--- config.mk ---
export PLATFORM = sky130hd
export DESIGN_NAME = ps2_rx_deserializer
export DESIGN_NICKNAME = d
export VERILOG_FILES = /design/src/rtl/ps2_pkg.sv /design/src/rtl/ps2_clk_filter.sv /design/src/rtl/ps2_rx_deserializer.sv
export SDC_FILE = /design/constraint.sdc
export NUM_CORES = 1
export LEC_CHECK = 0
export CORE_AREA = 2 2 101 103
export CTS_BUF_LIST = sky130_fd_sc_hd__clkbuf_4 sky130_fd_sc_hd__clkbuf_8
export CTS_CLUSTER_SIZE = 14
export DETAILED_ROUTE_END_ITERATION = 6
export DIE_AREA = 0 0 103 105
export GPL_TIMING_DRIVEN = 0
export PLACE_DENSITY_LB_ADDON = 0.2
export SLEW_MARGIN = 20
export SYNTH_ARGS = -nofsm -noshare
export SYNTH_HDL_FRONTEND = slang
export SYNTH_SLANG_ARGS = --single-unit
export TNS_END_PERCENT = 10
--- constraint.sdc ---
create_clock -name clk -period 1.88 [get_ports clk]
set_clock_uncertainty 0.2 [all_clocks]
set_input_delay 0.282 -clock clk [delete_from_list [all_inputs] [get_ports clk]]
set_output_delay 0.282 -clock clk [all_outputs]
set_load 0.005 [all_outputs]
--- src/rtl/ps2_pkg.sv ---
// Shared types and helpers for the PS/2 device-to-host receive path.
// Latency: n/a (declarations only).
// Backpressure: n/a; the receive path has no ready input and never stalls.
package ps2_pkg;

  typedef enum logic [1:0] {
    IDLE   = 2'd0,
    DATA   = 2'd1,
    PARITY = 2'd2,
    STOP   = 2'd3
  } rx_state_t;

  localparam int PS2_DATA_BITS  = 8;
  localparam int PS2_FRAME_BITS = 11;

  // PS/2 uses odd parity: data bits plus the parity bit contain an odd number of ones.
  function automatic logic odd_parity_ok(logic [7:0] d, logic p);
    return ^{d, p};
  endfunction

endpackage

--- src/rtl/ps2_clk_filter.sv ---
// Synchronizes ps2_clk/ps2_data, glitch-filters the clock and flags its falling edges.
// Latency: SYNC_STAGES cycles of synchronization, then FILTER_LEN cycles of filtering before fall.
// Backpressure: none; fall is a free-running one-cycle pulse.
// Ports: clk/reset (sync, active-high); ps2_clk/ps2_data async pad inputs;
//        fall = filtered clock went 1->0 this cycle; data_s = synchronized ps2_data.
module ps2_clk_filter #(
  parameter int SYNC_STAGES = 2,
  parameter int FILTER_LEN  = 4
) (
  input  logic clk,
  input  logic reset,
  input  logic ps2_clk,
  input  logic ps2_data,
  output logic fall,
  output logic data_s
);

  localparam int CW = $clog2(FILTER_LEN + 1);
  localparam logic [CW-1:0] CNT_LAST = CW'(FILTER_LEN - 1);

  logic [SYNC_STAGES-1:0] clk_sync;
  logic [SYNC_STAGES-1:0] data_sync;
  logic                   clk_f;
  logic [CW-1:0]          cnt;

  always_ff @(posedge clk) begin
    if (reset) begin
      clk_sync  <= '1;
      data_sync <= '1;
      clk_f     <= 1'b1;
      cnt       <= '0;
      fall      <= 1'b0;
    end else begin
      clk_sync  <= {clk_sync[SYNC_STAGES-2:0], ps2_clk};
      data_sync <= {data_sync[SYNC_STAGES-2:0], ps2_data};
      fall      <= 1'b0;
      // cnt counts consecutive samples disagreeing with clk_f; any agreeing sample restarts it.
      if (clk_sync[SYNC_STAGES-1] != clk_f) begin
        if (cnt == CNT_LAST) begin
          clk_f <= ~clk_f;
          cnt   <= '0;
          fall  <= clk_f;  // clk_f was 1, so this toggle is a falling edge
        end else begin
          cnt <= cnt + 1'b1;
        end
      end else begin
        cnt <= '0;
      end
    end
  end

  assign data_s = data_sync[SYNC_STAGES-1];

endmodule

--- src/rtl/ps2_rx_deserializer.sv ---
// Turns PS/2 11-bit device-to-host frames into bytes with parity/stop/timeout checking.
// Latency: strobes register 1 clk after the cycle that sees the stop-bit fall.
// Backpressure: none; byte_valid/parity_err/frame_err are one-cycle strobes the consumer must take.
// Ports: clk/reset (sync, active-high); ps2_clk/ps2_data async pads;
//        byte_out = last good byte; byte_valid, parity_err, frame_err = one-cycle strobes.
module ps2_rx_deserializer
  import ps2_pkg::*;
#(
  parameter int SYNC_STAGES    = 2,
  parameter int FILTER_LEN     = 4,
  parameter int TIMEOUT_CYCLES = 5000
) (
  input  logic       clk,
  input  logic       reset,
  input  logic       ps2_clk,
  input  logic       ps2_data,
  output logic [7:0] byte_out,
  output logic       byte_valid,
  output logic       parity_err,
  output logic       frame_err
);

  localparam int TW = $clog2(TIMEOUT_CYCLES + 1);
  localparam logic [TW-1:0] TMO_RELOAD = TW'(TIMEOUT_CYCLES);
  localparam logic [2:0]    LAST_BIT   = 3'(PS2_DATA_BITS - 1);

  logic                     fall;
  logic                     data_s;
  rx_state_t                state;
  rx_state_t                state_n;
  logic [2:0]               bit_cnt;
  logic [PS2_DATA_BITS-1:0] shreg;
  logic                     par_bit;
  logic [TW-1:0]            tmo;
  logic                     timeout;
  logic                     frame_done;
  logic                     par_ok;
  logic                     stop_ok;

  ps2_clk_filter #(
    .SYNC_STAGES (SYNC_STAGES),
    .FILTER_LEN  (FILTER_LEN)
  ) u_filter (
    .clk      (clk),
    .reset    (reset),
    .ps2_clk  (ps2_clk),
    .ps2_data (data_s_in_unused_guard(ps2_data)),
    .fall     (fall),
    .data_s   (data_s)
  );

  function automatic logic data_s_in_unused_guard(logic d);
    return d;
  endfunction

  // During STOP, data_s on the fall is the stop bit itself.
  assign par_ok  = odd_parity_ok(shreg, par_bit);
  assign stop_ok = data_s;

  always_ff @(posedge clk) begin
    if (reset) state <= IDLE;
    else       state <= state_n;
  end

  always_comb begin
    state_n    = state;
    frame_done = 1'b0;
    timeout    = 1'b0;
    case (state)
      IDLE: begin
        if (fall && !data_s) state_n = DATA;
      end
      DATA: begin
        if (fall) begin
          if (bit_cnt == LAST_BIT) state_n = PARITY;
        end else if (tmo == '0) begin
          timeout = 1'b1;
        end
      end
      PARITY: begin
        if (fall)             state_n = STOP;
        else if (tmo == '0)   timeout = 1'b1;
      end
      STOP: begin
        if (fall) begin
          frame_done = 1'b1;
          state_n    = IDLE;
        end else if (tmo == '0) begin
          timeout = 1'b1;
        end
      end
      default: state_n = IDLE;
    endcase
    if (timeout) state_n = IDLE;
  end

  always_ff @(posedge clk) begin
    if (reset) begin
      bit_cnt    <= '0;
      shreg      <= '0;
      par_bit    <= 1'b0;
      tmo        <= TMO_RELOAD;
      byte_out   <= '0;
      byte_valid <= 1'b0;
      parity_err <= 1'b0;
      frame_err  <= 1'b0;
    end else begin
      byte_valid <= 1'b0;
      parity_err <= 1'b0;
      frame_err  <= 1'b0;

      if (state == IDLE || fall) tmo <= TMO_RELOAD;
      else if (tmo != '0)        tmo <= tmo - 1'b1;

      if (state == IDLE && fall) bit_cnt <= '0;

      if (state == DATA && fall) begin
        shreg[bit_cnt] <= data_s;
        bit_cnt        <= bit_cnt + 1'b1;
      end

      if (state == PARITY && fall) par_bit <= data_s;

      if (frame_done) begin
        if (par_ok && stop_ok) begin
          byte_out   <= shreg;
          byte_valid <= 1'b1;
        end else begin
          parity_err <= ~par_ok;
          frame_err  <= ~stop_ok;
        end
      end

      if (timeout) begin
        frame_err <= 1'b1;
        shreg     <= '0;
        bit_cnt   <= '0;
      end
    end
  end

endmodule

Yosys cells after proc, flatten, opt, wreduce, memory -nomap -nowiden
Index checks and enable logic that the tools add are counted.
{"block": "totals", "memories": 0, "rom_bits": 0, "regBits": 47, "latchBits": 0, "word_cells": 79, "ram_bits": 0, "input_bits": 4, "out_inout_bits": 11}
{"block": "classes", "n_lt_le_gt_ge": 2, "reduce_logical": 23, "add_sub_neg": 3, "multipliers": 0, "n_shift": 0, "n_mux": 20, "n_div": 0, "n_bitwise": 6, "n_eq_ne": 11}
{"cell": "13-bit logical NOT", "n": 1}
{"cell": "13-bit nonzero test", "n": 1}
{"cell": "13-bit by 1-bit subtractor with 13-bit output, second input constant", "n": 1}
{"cell": "3-bit OR reduction", "n": 4}
{"cell": "1-bit 2-to-1 mux", "n": 10}
{"cell": "2-bit 2-to-1 mux", "n": 5}
{"cell": "9-bit XOR reduction", "n": 1}
{"cell": "8-bit bitwise mux", "n": 1}
{"cell": "2-bit case mux with 4 select lines", "n": 1}
{"cell": "3-bit by 1-bit adder with 3-bit output, second input constant", "n": 2}
{"cell": "1-bit logical AND", "n": 6}
{"cell": "3-bit 2-to-1 mux", "n": 2}
{"cell": "2-bit by 1-bit inequality test with 1-bit output, second input constant", "n": 3}
{"cell": "1-bit NOT", "n": 6}
{"cell": "2-bit OR reduction", "n": 3}
{"cell": "5-bit AND reduction", "n": 1}
{"cell": "2-bit equality test, second input constant", "n": 2}
{"cell": "3-bit by 4-bit < comparator with 1-bit output, second input constant", "n": 1}
{"cell": "2-bit inequality test, second input constant", "n": 2}
{"cell": "2-bit AND reduction", "n": 2}
{"cell": "1-bit demux with 3-bit select", "n": 1}
{"cell": "3-bit by 2-bit equality test with 1-bit output, second input constant", "n": 1}
{"cell": "3-bit equality test, second input constant", "n": 1}
{"cell": "3-bit by 1-bit >= comparator with 1-bit output, second input constant", "n": 1}
{"cell": "other kinds (6)", "n": 6}

Logic depth before layout (Yosys ltp)
Gate-level depths: netlist (run 1).
{"block": "depth", "depth_word": 5, "depth_mapped": 7}

Hierarchy
A second synthesis (run 1) with hierarchy kept.
{"block": "hier_totals", "cells_unflattened": 224, "area_unflattened_um2": 2118.3}
{"module": "ps2_rx_deserializer", "cells_each": 201, "n_inst": 1, "seq_area_each_um2": 760.7, "area_each_um2": 1819.2}
{"module": "ps2_clk_filter", "cells_each": 23, "n_inst": 1, "seq_area_each_um2": 180.2, "area_each_um2": 299.0}

Worst setup path before layout (run 1)
Ideal clock, no wire load.
{"block": "synth_path", "path_kind": "reg2reg", "startpoint": "register tmo[0]", "endpoint": "register tmo[1]", "arrival_ps": 1783, "required_ps": 1615, "setup_time_ps": 65, "path_stages_with_launch": 8, "setup_slack_ps": -167, "path_cell_list": "dfxtp_1 > inv_1 > ha_1 > or3b_4 > nor4_4 > buf_6 > mux2_1 > nor2_1"}
{"block": "synth_between", "elab_chain_len": 1, "word_cells_on_any_way": 2, "cone_classes": "add/sub: 1; reduce/logical: 1"}
{"item": "start: declaration", "line": "ps2_rx_deserializer.sv:34", "text": "logic [TW-1:0] tmo;"}
{"item": "start signal: assignment", "line": "ps2_rx_deserializer.sv:113", "text": "else if (tmo != '0) tmo <= tmo - 1'b1;"}
{"item": "13-bit by 1-bit subtractor with 13-bit output or 13-bit nonzero test (tied branches)", "line": "ps2_rx_deserializer.sv:113"}
Parallel ways exist; a longest one is shown, timed or not.
A chain may end at the register's enable or synchronous reset.

Worst setup path in the final report (run 1)
{"block": "layout_path", "startpoint": "register tmo[7]", "endpoint": "register tmo[1]"}
{"block": "layout_between", "elab_chain_len": 1}
{"item": "13-bit nonzero test", "line": "ps2_rx_deserializer.sv:113"}
Every way passes these cells.

==> flow_summary.yaml, run 1 <==
worst_setup_path:
  cp-start-kind: "flip-flop"
  crit_slowest_cell: "or4_4"
  path_buf_inv: 1
  endpoint_kind: "flip-flop"
  crit_type: "flip-flop to flip-flop"
  cp.arrival_ps: 2070
  slowest_delay_ps: 550
  cp_cell_sequence: "or4_4 -> nor4_4 -> buf_6 -> mux2_4 -> nor2_1"
  cp_max_fo: 5
  cp.required_ps: 1920
  cp_top_family: "simple AND/OR/NAND/NOR gates"
cells_and_area:
  final_cell_mix: "dfxtp_1 (39), nor2_1 (23), nand2b_1 (19)"
  fill_cells: 1058
  fin_nets: 276
  diodes: 0
  layout-drive-gt1-share_pct: 19.4
  fin_util_pct: 28.7
  area_growth_pct: 25.7
  final_common_cell: "dfxtp_1"
cts:
  path_clk_slew_ps: 90
  ctsHtreeMaxLevel: 2
  clock_latency_ps: 300
  numCtsBuffers: 5
  cts_tree: "done"
  cts_root_buffer: "clkbuf_8"
  clock_sinks: 47
  clockBufferDepth: 2
timing:
  relSlewSlack_pct: 55.3
  setup_viol: 20
  tightest_slew_ps: 665
  hold_viol_final: 0
  clock.fmax_mhz: 491
  timing.final.ws_setup_ps: -155
  final.min_clock_period_ps: 2030
  rsz0062_at_grt: "yes"
  final.setup.tns_ps: -2010
  post-route-period-util_pct: 108
  slew_viol_final: 0
global_route:
  grt_pass1_wl_um: 7710
  overflow: 0
  grt_pass1_vias: 1619
  antenna_found_initial: 0
  grt_usage_pct: 8.91
  grt_max_degree: 15
die:
  row_count: 36
  pin_count: 15
  core-area_um2: 9640
  die_w_um: 103
  die-area_um2: 10800
  initial_core_util_pct: 22.9
  die_y_um: 105
synthesis:
  yosys_warnings: 0
  synthArstFlopShare_pct: 0
  ys_seq_area_share_pct: 42.7
  synth_area_leader_cell: "dfxtp_1"
  syn_area_per_cell_um2: 9.46
  synth_ff_type: "dfxtp_1"
  syn_inst: 233
  netlist_top_cells_area: "dfxtp_1 (43%), ha_1 (5.7%), nand2b_1 (5.4%)"
  syn_area_um2: 2200
  ys_seq_elements: 47
  synth_edf_count: 0
  syn_nets: 247
  synth.top_cell.area_share_pct: 42.7
  netlist-cell-type-count: 46
pwr:
  internal-power_uw: 1550
  netSwitchingFraction_pct: 23.7
  switchingPower_uw: 482
  p_leak_uw: 0.000937
  p_seq_share_pct: 51.0
  combPwrFrac_pct: 10.1
  irDropWorstVdd_mv: 0.247
  powerDensity_nw_per_um2: 733
  clock_power_share_pct: 38.9
  power_uw: 2030
placement:
  gp_congestion: 0.717
  dp_hpwl_um: 3150
  place_ws_ps: -342
  io_buffers: 14
routing:
  drc: 0
  drtPass1Iterations: 4
  drt_iter0_drc: 68
  route.vias.total: 1665
  ant_nets: 0
  viasPerCell: 4.20
  wl_um: 4470
  wl_per_cell_um: 11.3
run:
  drv_cap: 0
worst_hold_path:
  worst_hold_path_type: "flip-flop to flip-flop"
outcome:
  failed_checks: "setup timing"
  status: "finished, violations left"
-- Yosys cell counts (all sizes together), types with 2 or more instances --
cell,n
nand2,15
nor4,3
o41ai,4
mux2i,12
clkbuf,5
nand3,7
a21oi,14
or3b,2
xnor2,6
inv,7
nor2b,2
o21ai,10
nor3,6
nor2,23
nand4bb,2
nand2b,19
buf,3
or4,5
ha,10
or2,7
dfxtp,47
a32oi,2
or3,5
-- worst register-to-register path, cell delays in order (launching register included) --
cell,delay [ps]
dfxtp_2,350
or4_4,550
nor4_4,330
buf_6,170
mux2_4,290
nor2_1,70
-- power by group through the flow --
stage          clock [uW]  combinational [uW]  sequential (uW)
5_1_grt               864                 233             1040
4_1_cts               829                 205             1040
3_5_place_dp            0                 193             1060
3_3_place_gp            0                 192             1060
2_1_floorplan           0                 147             1050
6_report              790                 205             1030
-- metrics by stage --
stage | cell area, um^2 | std cells | hold slack [ps]
after floorplan | 2220 | 233 | 186
after global placement | 2530 | 380 | 194
after global routing | 2770 | 396 | 231
after CTS | 2720 | 394 | 215
final | 2770 | 396 | 214
after detailed placement | 2530 | 380 | 193
-- repair_timing --
item                                    4_1_cts  5_1_grt
hold buffers                                  0        0
buffers inserted                              6        2
hold endpoints to repair                      0        0
pin swaps                                     4        3
gates cloned                                  0        0
endpoints found under the setup margin       30       35
resized for setup                             4       13
-- per-layer routing --
metal  vias up  part of all wire (%)  GRT usage [%]
met4         0                   2.1           3.67
met2        20                    43           13.2
met5         -                     0              0
met1       767                    52           12.5
li1        872                     -              -
met3         6                   2.9           1.81
-- flip-flops by register name (all words and copies together) (netlist names) --
signal and count:
par_bit 1, u_filter.clk_sync 2, u_filter.fall 1, shreg 8
byte_valid 1, parity_err 1, tmo 13, state 2
byte_out 8, u_filter.cnt 3, u_filter.clk_f 1, frame_err 1
bit_cnt 3, u_filter.data_sync 2
-- final cells by class --
cell class	count	area, um^2	area share [%]
Buffer	8	47.5	1.72
Clock buffer	6	82.6	2.98
Clock inverter	2	35.0	1.27
Inverter	7	26.3	0.949
Multi-Input combinational cell	171	1240	45.0
Sequential cell	47	953	34.4
Tap cell	133	166	6.01
Timing Repair Buffer	22	213	7.68
-- cells by family after synthesis --
logic type                 synth area share [%]
and+or+nand+nor                            26.2
DFF                                        42.7
AOI/OAI and AO/OA                          10.7
buffers and inverters                      3.24
muxes                                      6.53
adders and majority gates                  5.68
xor gates and xnor gates                   4.94
-- path summary, 6_finish.rpt --
check / startpoint / to / slack (ps) / depth (start not counted)
hold / removal: u_filter.clk_sync[0]$_SDFF_PP1_ / u_filter.clk_sync[1]$_SDFF_PP1_ / 210 / 1
hold reg to reg: u_filter.clk_sync[0]$_SDFF_PP1_ / u_filter.clk_sync[1]$_SDFF_PP1_ / 210 / 1
setup reg to reg: tmo[7]$_SDFFE_PP1P_ / tmo[1]$_SDFFE_PP0P_ / -150 / 5
setup / recovery: tmo[7]$_SDFFE_PP1P_ / tmo[1]$_SDFFE_PP0P_ / -150 / 5
(Power assumes the default switching activity.)
==> run 2: changes to the inputs <==
- HOLD_SLACK_MARGIN: default -> 0.08
==> results of run 2 <==
Final layout, timing and power as in run 1 (identical DEF).
